--- config.mk ---
export PLATFORM = sky130hd
export DESIGN_NAME = seg_disp_arb
export DESIGN_NICKNAME = d
export VERILOG_FILES = /design/src/rtl/seg_pkg.sv /design/src/rtl/seg_disp_arb_rr_pick.sv /design/src/rtl/seg_disp_arb.sv
export SDC_FILE = /design/constraint.sdc
export NUM_CORES = 1
export LEC_CHECK = 0
export BUFFER_PORTS_ARGS = -buffer_cell sky130_fd_sc_hd__buf_4
export CORE_AREA = 10 10 94 96
export CTS_CLUSTER_SIZE = 28
export DETAILED_ROUTE_END_ITERATION = 12
export DIE_AREA = 0 0 104 106
export RECOVER_POWER = 50
export SETUP_SLACK_MARGIN = 0.5
export SLEW_MARGIN = 40
export SYNTH_ARGS = -nofsm -noshare
export SYNTH_HDL_FRONTEND = slang
export SYNTH_SLANG_ARGS = --single-unit
--- constraint.sdc ---
create_clock -name clk_i -period 1.95 [get_ports clk_i]
set_clock_uncertainty 0.15 [all_clocks]
set_input_delay 0.2925 -clock clk_i [delete_from_list [all_inputs] [get_ports clk_i]]
set_output_delay 0.2925 -clock clk_i [all_outputs]
set_load 0.02 [all_outputs]
--- src/rtl/seg_pkg.sv ---
// Shared types and constants for the seven-segment display arbiter.
package seg_pkg;

   typedef enum logic [1:0] {
      ST_IDLE,
      ST_SHOW,
      ST_GAP
   } state_t;

   localparam int DWELL_DEFAULT = 5000000;
   localparam int GAP_DEFAULT   = 1000;

   // Decoder output with every segment off (segments are active-low).
   localparam logic [6:0] BLANK_CODE = 7'h7F;

endpackage

--- src/rtl/seg_disp_arb_rr_pick.sv ---
// Combinational round-robin picker: first set request bit at or after ptr_i, wrapping.
module rr_pick #(
   parameter int NREQ = 4
) (
   input  logic [NREQ-1:0]         req_i,
   input  logic [$clog2(NREQ)-1:0] ptr_i,
   output logic                    gnt_valid_o,
   output logic [$clog2(NREQ)-1:0] gnt_idx_o
);

   localparam int OW = $clog2(NREQ);

   // Scan from farthest to nearest so the nearest set bit is written last and wins.
   always_comb begin
      int idx;
      gnt_valid_o = 1'b0;
      gnt_idx_o   = '0;
      for (int k = NREQ - 1; k >= 0; k--) begin
         idx = int'(ptr_i) + k;
         if (idx >= NREQ) begin
            idx = idx - NREQ;
         end
         if (req_i[idx]) begin
            gnt_valid_o = 1'b1;
            gnt_idx_o   = OW'(idx);
         end
      end
   end

endmodule

--- src/rtl/seg_disp_arb.sv ---
// Round-robin arbiter sharing a two-digit hex display: grant, dwell, acknowledge, blank gap.
module seg_disp_arb
   import seg_pkg::*;
#(
   parameter int NREQ  = 4,
   parameter int DWELL = DWELL_DEFAULT,
   parameter int GAP   = GAP_DEFAULT
) (
   input  logic                    clk_i,
   input  logic                    rst_i,
   input  logic [NREQ-1:0]         req_i,
   input  logic [8*NREQ-1:0]       data_i,
   output logic [NREQ-1:0]         ack_o,
   output logic [3:0]              hex0_o,
   output logic [3:0]              hex1_o,
   output logic                    blank_o,
   output logic [$clog2(NREQ)-1:0] owner_o,
   output logic                    busy_o
);

   localparam int OW      = $clog2(NREQ);
   localparam int CNT_MAX = (DWELL > GAP) ? DWELL : GAP;
   localparam int CW      = $clog2(CNT_MAX + 1);
   localparam logic [CW-1:0] DWELL_LAST = CW'(DWELL - 1);
   localparam logic [CW-1:0] GAP_LAST   = CW'(GAP - 1);

   state_t          state_q, state_d;
   logic [CW-1:0]   cnt_q, cnt_d;
   logic [OW-1:0]   ptr_q, ptr_d;
   logic [OW-1:0]   owner_q, owner_d;
   logic [3:0]      hex0_q, hex0_d;
   logic [3:0]      hex1_q, hex1_d;
   logic [NREQ-1:0] ack_q, ack_d;
   logic            blank_q, blank_d;
   logic            busy_q, busy_d;

   logic            gntValid;
   logic [OW-1:0]   gntIdx;
   logic [7:0]      grantByte;

   rr_pick #(.NREQ(NREQ)) picker (
      .req_i       (req_i),
      .ptr_i       (ptr_q),
      .gnt_valid_o (gntValid),
      .gnt_idx_o   (gntIdx)
   );

   always_comb begin
      grantByte = '0;
      for (int i = 0; i < NREQ; i++) begin
         if (gntIdx == OW'(i)) begin
            grantByte = data_i[8*i +: 8];
         end
      end
   end

   // Every output is computed one cycle ahead from the next state, so all outputs are registered.
   always_comb begin
      state_d = state_q;
      cnt_d   = cnt_q;
      ptr_d   = ptr_q;
      owner_d = owner_q;
      hex0_d  = hex0_q;
      hex1_d  = hex1_q;
      ack_d   = '0;
      case (state_q)
         ST_IDLE: begin
            if (gntValid) begin
               state_d = ST_SHOW;
               cnt_d   = '0;
               owner_d = gntIdx;
               hex0_d  = grantByte[3:0];
               hex1_d  = grantByte[7:4];
            end
         end
         ST_SHOW: begin
            cnt_d = cnt_q + 1'b1;
            if (cnt_q == DWELL_LAST) begin
               ack_d[owner_q] = 1'b1;
               ptr_d          = (owner_q == OW'(NREQ - 1)) ? '0 : owner_q + 1'b1;
               cnt_d          = '0;
               state_d        = (GAP > 0) ? ST_GAP : ST_IDLE;
            end
         end
         ST_GAP: begin
            cnt_d = cnt_q + 1'b1;
            if (cnt_q == GAP_LAST) begin
               cnt_d   = '0;
               state_d = ST_IDLE;
            end
         end
         default: begin
            state_d = ST_IDLE;
            cnt_d   = '0;
         end
      endcase
      blank_d = (state_d != ST_SHOW);
      busy_d  = (state_d != ST_IDLE);
   end

   always_ff @(posedge clk_i) begin
      if (rst_i) begin
         state_q <= ST_IDLE;
         cnt_q   <= '0;
         ptr_q   <= '0;
         owner_q <= '0;
         hex0_q  <= '0;
         hex1_q  <= '0;
         ack_q   <= '0;
         blank_q <= 1'b1;
         busy_q  <= 1'b0;
      end else begin
         state_q <= state_d;
         cnt_q   <= cnt_d;
         ptr_q   <= ptr_d;
         owner_q <= owner_d;
         hex0_q  <= hex0_d;
         hex1_q  <= hex1_d;
         ack_q   <= ack_d;
         blank_q <= blank_d;
         busy_q  <= busy_d;
      end
   end

   assign ack_o   = ack_q;
   assign hex0_o  = hex0_q;
   assign hex1_o  = hex1_q;
   assign blank_o = blank_q;
   assign owner_o = owner_q;
   assign busy_o  = busy_q;

endmodule

==> results.py, run 1 <==
metrics = {
    "timing": {
        "finalCritPeriodShare_pct": 104.8,
        "max_freq_mhz": 489.5,
        "worst_slew_pin_slew_ns": 0.5515,
        "rsz0062_at_grt": "true",
        "finalWorstPathRequiredPeriod_ns": 2.043,
        "slew_violations": 0,
        "finalHoldViolCount": 0,
        "finalSetupViolCount": 24,
        "slew_headroom_pct": 62.90,
        "setup_tns_ns": -1.729,
        "fin_ws_ns": -0.09300,
    },
    "global_routing": {
        "grt_overflow": 0,
        "grt_pass1_vias": 2316,
        "grt_first_pass_wirelength_mm": 11.41,
        "grt_util_all_layers_pct": 12.43,
        "antenna_found_initial": 0,
        "grt_max_degree": 24,
    },
    "run_status": {
        "status": "finished with violations",
        "violations": "negative setup slack",
    },
    "critical_path": {
        "start_kind": "flop",
        "reg2reg_from": "cnt_q[22]",
        "cp-end-kind": "flop",
        "required_ns": 1.98,
        "startpoint": "cnt_q[22]",
        "critPathKind": "flop to flop",
        "crit_arrival_ns": 2.08,
        "cp_max_fo": 6,
    },
    "synth": {
        "syn_nets": 308,
        "synth_top_cell_by_area": "dfxtp_1",
        "synth_edf_count": 0,
        "synthCells": 260,
        "syn-cell-area_sq_um": 2359,
        "ys_async_sr_fraction_pct": 0,
        "syn_area_per_cell_sq_um": 9.071,
        "yosys_register_bits": 43,
        "synth.area.top_cells": "dfxtp_1, mux2i_1, ha_1, nor2_2, xnor2_1",
        "netlist.area_leader.share_pct": 36.50,
        "ys.flop_type": "dfxtp_1",
        "ys_warn_count": 0,
        "synth_common_cells": "dfxtp_1, nand2_1, nor2_2",
        "ys_types": 44,
        "yosysMostFrequentCell": "dfxtp_1",
        "synth_seq_area_share_pct": 36.50,
    },
    "power": {
        "power_switching_mw": 0.5797,
        "seqPwrFrac_pct": 43.1,
        "peakVddDrop_uv": 287.7,
        "internal-power_mw": 1.575,
        "combPwrFrac_pct": 23.6,
        "switching_share_pct": 26.91,
        "p_per_area_nw_per_um2": 549.3,
        "cellLeakagePower_nw": 1.469,
        "clkPwrFrac_pct": 33.2,
    },
    "clock_tree": {
        "tritoncts": "built",
        "cts.clk_slew.worst_paths_ns": 0.09,
        "insertion_delay_ns": 0.30,
        "root_buffer": "clkbuf_8",
        "clock_path_buffers": 2,
        "htreeDepth": 2,
        "cts_buffers": 5,
        "cts_sinks": 43,
        "cts_hold_buffers": 0,
    },
    "route": {
        "drt_drc_violations_left": 0,
        "wl_mm": 7.462,
        "drtIter0Drc": 120,
        "vias_per_cell": 4.877,
        "firstDrtPassIters": 4,
        "routedWlPerCell_um": 15.88,
        "vias": 2292,
        "ant_nets": 0,
    },
    "placement": {
        "place_congestion": 0.8800,
        "io_buffers": 53,
        "dpl_cell_area_sq_um": 3207,
        "hpwlAfterDp_mm": 5.154,
    },
    "floorplanning": {
        "num_io_pins": 54,
        "die_h_um": 106,
        "start_util_pct": 33.41,
        "coreArea_sq_um": 7059,
        "rows": 31,
        "die_w_um": 104,
        "die_area_sq_um": 11020,
    },
    "finish": {
        "syn_to_final_growth_pct": 66.31,
        "layout.nets": 418,
        "layout-drive-gt1-share_pct": 55.80,
        "final_area_sq_um": 3923,
        "n_antenna_cell": 0,
    },
    "worst_hold_path": {
        "holdCritStartpoint": "data_i[31]",
        "hold_class": "primary input to flop",
    },
    "flow_run": {
        "drv_cap": 0,
    },
}
-- placed cells by master, fill, tap and decap left out, types with 3 or more instances in the layout --
cell,netlist,final
xnor2_1,12,12
ha_1,10,8
buf_4,0,77
nor3_1,9,7
nor4_2,0,3
mux2i_2,0,4
nand4_1,8,8
xor2_1,10,10
mux2i_4,0,10
inv_1,11,7
a21oi_2,1,4
dfxtp_2,0,13
dfxtp_1,43,28
nand2_1,27,25
inv_2,0,4
nand3_1,9,8
and2_1,5,4
mux2i_1,17,3
clkbuf_8,1,6
nor2_1,17,9
a21oi_1,7,3
buf_6,2,10
o221ai_2,0,8
clkbuf_1,1,16
nor2_2,20,26
-- final timing paths --
kind | end | slack [ns] | cells after the start
worst max-delay path | cnt_q[3] | -0.09 | 7
worst min-delay path | hex1_o[3] | 0.13 | 3
worst max register to register | cnt_q[3] | -0.09 | 7
worst min register to register | hex1_o[2] | 0.32 | 2
-- sequential cells by signal, summed over array words and instances, names as in the netlist --
signal,flops
cnt_q,23
ptr_q,2
hex1_o,4
ack_o,4
busy_o,1
blank_o,1
hex0_o,4
owner_o,2
state_q,2
-- worst max-delay path: stages (launching register included) --
cell and delay, ns:
dfxtp_2 0.32, or4_4 0.54, nor3_4 0.21, a21boi_2 0.10
a311oi_4 0.23, buf_6 0.18, clkbuf_16 0.16, nor2_2 0.04
-- layer usage --
layer	GRT usage (%)	vias up	part of all wire (%)
met1	13.74	1103	41
met2	23.01	31	56
met4	4.771	0	1.5
li1	-	1147	-
met5	0	-	0
met3	2.415	11	1.6
-- cell type report --
cell class	instances	area (sq um)
fill	627	3137
clock buffer	6	82.58
multi-input combinational	200	1859
clock inverter	2	35.03
timing repair buffer	109	895.9
tap	99	123.9
inverter	11	41.29
sequential	43	884.6
-- metrics by stage --
step	instances	utilization, %	setup slack (ns)	power, mW	hold WS, ns
2_1_floorplan	260	-	-0.04052	1.143	0.2871
3_3_place_gp	446	45.43	-0.06914	1.302	0.2975
3_5_place_dp	446	45.43	-0.1201	1.310	0.3080
4_1_cts	462	52.52	-0.09637	2.122	0.1221
5_1_grt	470	55.57	-0.1476	2.243	0.1261
6_report	470	55.57	-0.09300	2.154	0.1259
-- timing repair --
action | 4_1_cts | 5_1_grt
setup endpoints to repair | 43 | 43
pin swaps | 13 | 12
buffers inserted | 6 | 5
resized for setup | 66 | 36
gates cloned | 2 | 3
-- cells by family (layout without fill, tap and decap cells) --
group | after synthesis | in the layout | share of synthesized area (%)
and+or+nand+nor | 120 | 120 | 27.90
adders and majority gates | 10 | 10 | 5.305
DFF | 43 | 43 | 36.50
AOI/OAI and AO/OA | 31 | 31 | 11.03
xor gates and xnor gates | 22 | 22 | 8.170
muxes | 17 | 17 | 7.215
buffers and inverters | 17 | 128 | 3.872
-- power groups by stage --
| stage | combinational, mW | clock [mW] | sequential, mW |
|---|---|---|---|
| 6_report | 0.509 | 0.716 | 0.930 |
| 5_1_grt | 0.540 | 0.769 | 0.935 |
| 4_1_cts | 0.458 | 0.733 | 0.930 |
| 3_5_place_dp | 0.358 | 0 | 0.952 |
| 3_3_place_gp | 0.351 | 0 | 0.950 |
| 2_1_floorplan | 0.155 | 0 | 0.988 |
Note: power is estimated with default switching activity, not from simulation.
==> run 2: changes to the inputs <==
--- a/config.mk
+++ b/config.mk
@@ -6,10 +6,11 @@
 export NUM_CORES = 1
 export LEC_CHECK = 0
 export BUFFER_PORTS_ARGS = -buffer_cell sky130_fd_sc_hd__buf_4
-export CORE_AREA = 10 10 94 96
+export CORE_AREA = 10 10 82 84
 export CTS_CLUSTER_SIZE = 28
 export DETAILED_ROUTE_END_ITERATION = 12
-export DIE_AREA = 0 0 104 106
+export DIE_AREA = 0 0 92 94
+export PLACE_DENSITY = 0.73
 export RECOVER_POWER = 50
 export SETUP_SLACK_MARGIN = 0.5
 export SLEW_MARGIN = 40
==> results.py, run 2 (synthesized netlist as in run 1, its figures left out) <==
metrics = {
    "worst_hold_path": {
        "hold_class": "primary input to flop",
        "holdCritStartpoint": "data_i[24]",
        "whs_path_depth": 3,
    },
    "finish": {
        "layout.nets": 423,
        "largest_reg_flops": 23,
        "utilization_pct": 75.52,
        "final_common_cell": "buf_4",
        "final_cells": 446,
        "largest_register": "cnt_q",
        "multi_input_area_sq_um": 1757,
        "seqCellArea_sq_um": 880.8,
        "fillers": 336,
        "n_antenna_cell": 0,
        "layout_common_cells": "buf_4, dfxtp_1, nand2_1",
        "layout-drive-gt1-share_pct": 52.13,
        "syn_to_final_growth_pct": 62.49,
    },
    "placement": {
        "io_buffers": 53,
        "pre_cts_ws_ns": -0.09138,
        "dp_cells": 417,
        "place_congestion": 0.8344,
        "hpwlAfterDp_mm": 5.032,
    },
    "global_routing": {
        "grt_pass1_vias": 2497,
        "grt_max_degree": 19,
        "grt_first_pass_wirelength_mm": 12.16,
        "grt_util_all_layers_pct": 17.36,
        "grt_overflow": 0,
        "antenna_found_initial": 0,
    },
    "route": {
        "drtIter0Drc": 145,
        "drt_drc_violations_left": 0,
        "firstDrtPassIters": 4,
        "vias": 2433,
        "routedWlPerCell_um": 18.04,
        "wl_mm": 8.048,
        "ant_nets": 0,
        "vias_per_cell": 5.455,
    },
    "power": {
        "seqPwrFrac_pct": 42.0,
        "internal-power_mw": 1.631,
        "clkPwrFrac_pct": 37.7,
        "peakVddDrop_uv": 506.3,
        "switching_share_pct": 26.54,
        "p_per_area_nw_per_um2": 579.4,
        "combPwrFrac_pct": 20.4,
        "cellLeakagePower_nw": 1.480,
        "power_switching_mw": 0.5894,
    },
    "clock_tree": {
        "cts.clk_slew.worst_paths_ns": 0.09,
        "root_buffer": "clkbuf_8",
        "insertion_delay_ns": 0.32,
        "cts_sinks": 43,
        "cts_buffers": 5,
        "htreeDepth": 2,
        "tritoncts": "built",
        "clock_path_buffers": 2,
    },
    "critical_path": {
        "critPathKind": "flop to flop",
        "start_kind": "flop",
        "r2r_setup_slack_ns": -0.12,
        "cp-end-kind": "flop",
        "startpoint": "cnt_q[22]",
        "reg2reg_from": "cnt_q[22]",
        "cp_max_fo": 3,
        "crit_arrival_ns": 2.11,
        "rr_worst_depth": 7,
        "required_ns": 1.99,
    },
    "floorplanning": {
        "rows": 26,
        "coreArea_sq_um": 5075,
        "start_util_pct": 46.47,
        "die_h_um": 94,
        "die_w_um": 92,
        "num_io_pins": 54,
        "die_area_sq_um": 8648,
    },
    "timing": {
        "holdWs_ns": 0.1054,
        "rsz0062_at_grt": "true",
        "finalSetupViolCount": 27,
        "finalCritPeriodShare_pct": 105.9,
        "max_freq_mhz": 484.1,
        "finalHoldViolCount": 0,
        "slew_headroom_pct": 68.87,
        "slew_violations": 0,
        "finalWorstPathRequiredPeriod_ns": 2.066,
        "fin_ws_ns": -0.1156,
        "worst_slew_pin_slew_ns": 0.4634,
    },
    "run_status": {
        "status": "finished with violations",
        "violations": "negative setup slack",
    },
    "flow_run": {
        "drv_cap": 0,
    },
}
==> run 2: worst max-delay path, stage by stage (launching register included) <==
cell	delay, ns
dfxtp_2	0.33
or4_4	0.54
nor3_4	0.20
a21boi_2	0.10
buf_4	0.14
buf_6	0.12
o31ai_4	0.26
o31ai_1	0.10
==> run 2: layer usage <==
| layer | vias to the layer above | wire [um] | share of wire, % | track usage, % |
|---|---|---|---|---|
| li1 | 1157 | - | - | - |
| met1 | 1184 | 3072 | 38 | 18.42 |
| met2 | 74 | 4420 | 55 | 31.65 |
| met3 | 18 | 355 | 4.4 | 4.716 |
| met4 | 0 | 199 | 2.5 | 7.326 |
| met5 | - | 0 | 0 | 0 |
==> run 2: final cells by class <==
class / instances / share of cell area (%)
clock inverters: 3 / 1.763
well taps: 70 / 2.285
flip-flops and latches: 43 / 22.98
inverters: 11 / 1.077
multi-input cells: 200 / 45.84
repair buffers: 114 / 24.26
clock buffers: 5 / 1.796
==> run 2: final timing paths <==
kind | endpoint
min | hex0_o[0]
min reg2reg | hex0_o[3]
max reg2reg | busy_o
max | busy_o
==> run 2: repair_timing <==
item                       in CTS  in global routing
setup endpoints to repair      43                 43
setup buffers                  13                  6
pin swaps                      17                 10
cloned                          2                  0
hold buffers                    0                  0
resized for setup              58                 25
==> run 2: power groups by stage <==
stage / sequential, mW / clock [mW] / combinational, mW
6_report: 0.932 / 0.837 / 0.452
5_1_grt: 0.937 / 0.892 / 0.481
4_1_cts: 0.930 / 0.838 / 0.430
3_5_place_dp: 0.953 / 0 / 0.346
3_3_place_gp: 0.951 / 0 / 0.342
2_1_floorplan: 0.988 / 0 / 0.155
==> run 2: through the flow <==
step / setup TNS, ns / total power [mW] / cell area (sq um)
after floorplan: -0.7644 / 1.143 / 2426
after global placement: -0.7720 / 1.293 / 3171
after detailed placement: -1.500 / 1.300 / 3171
after CTS: -1.483 / 2.199 / 3715
after global routing: -4.704 / 2.311 / 3832
final: -2.067 / 2.221 / 3832
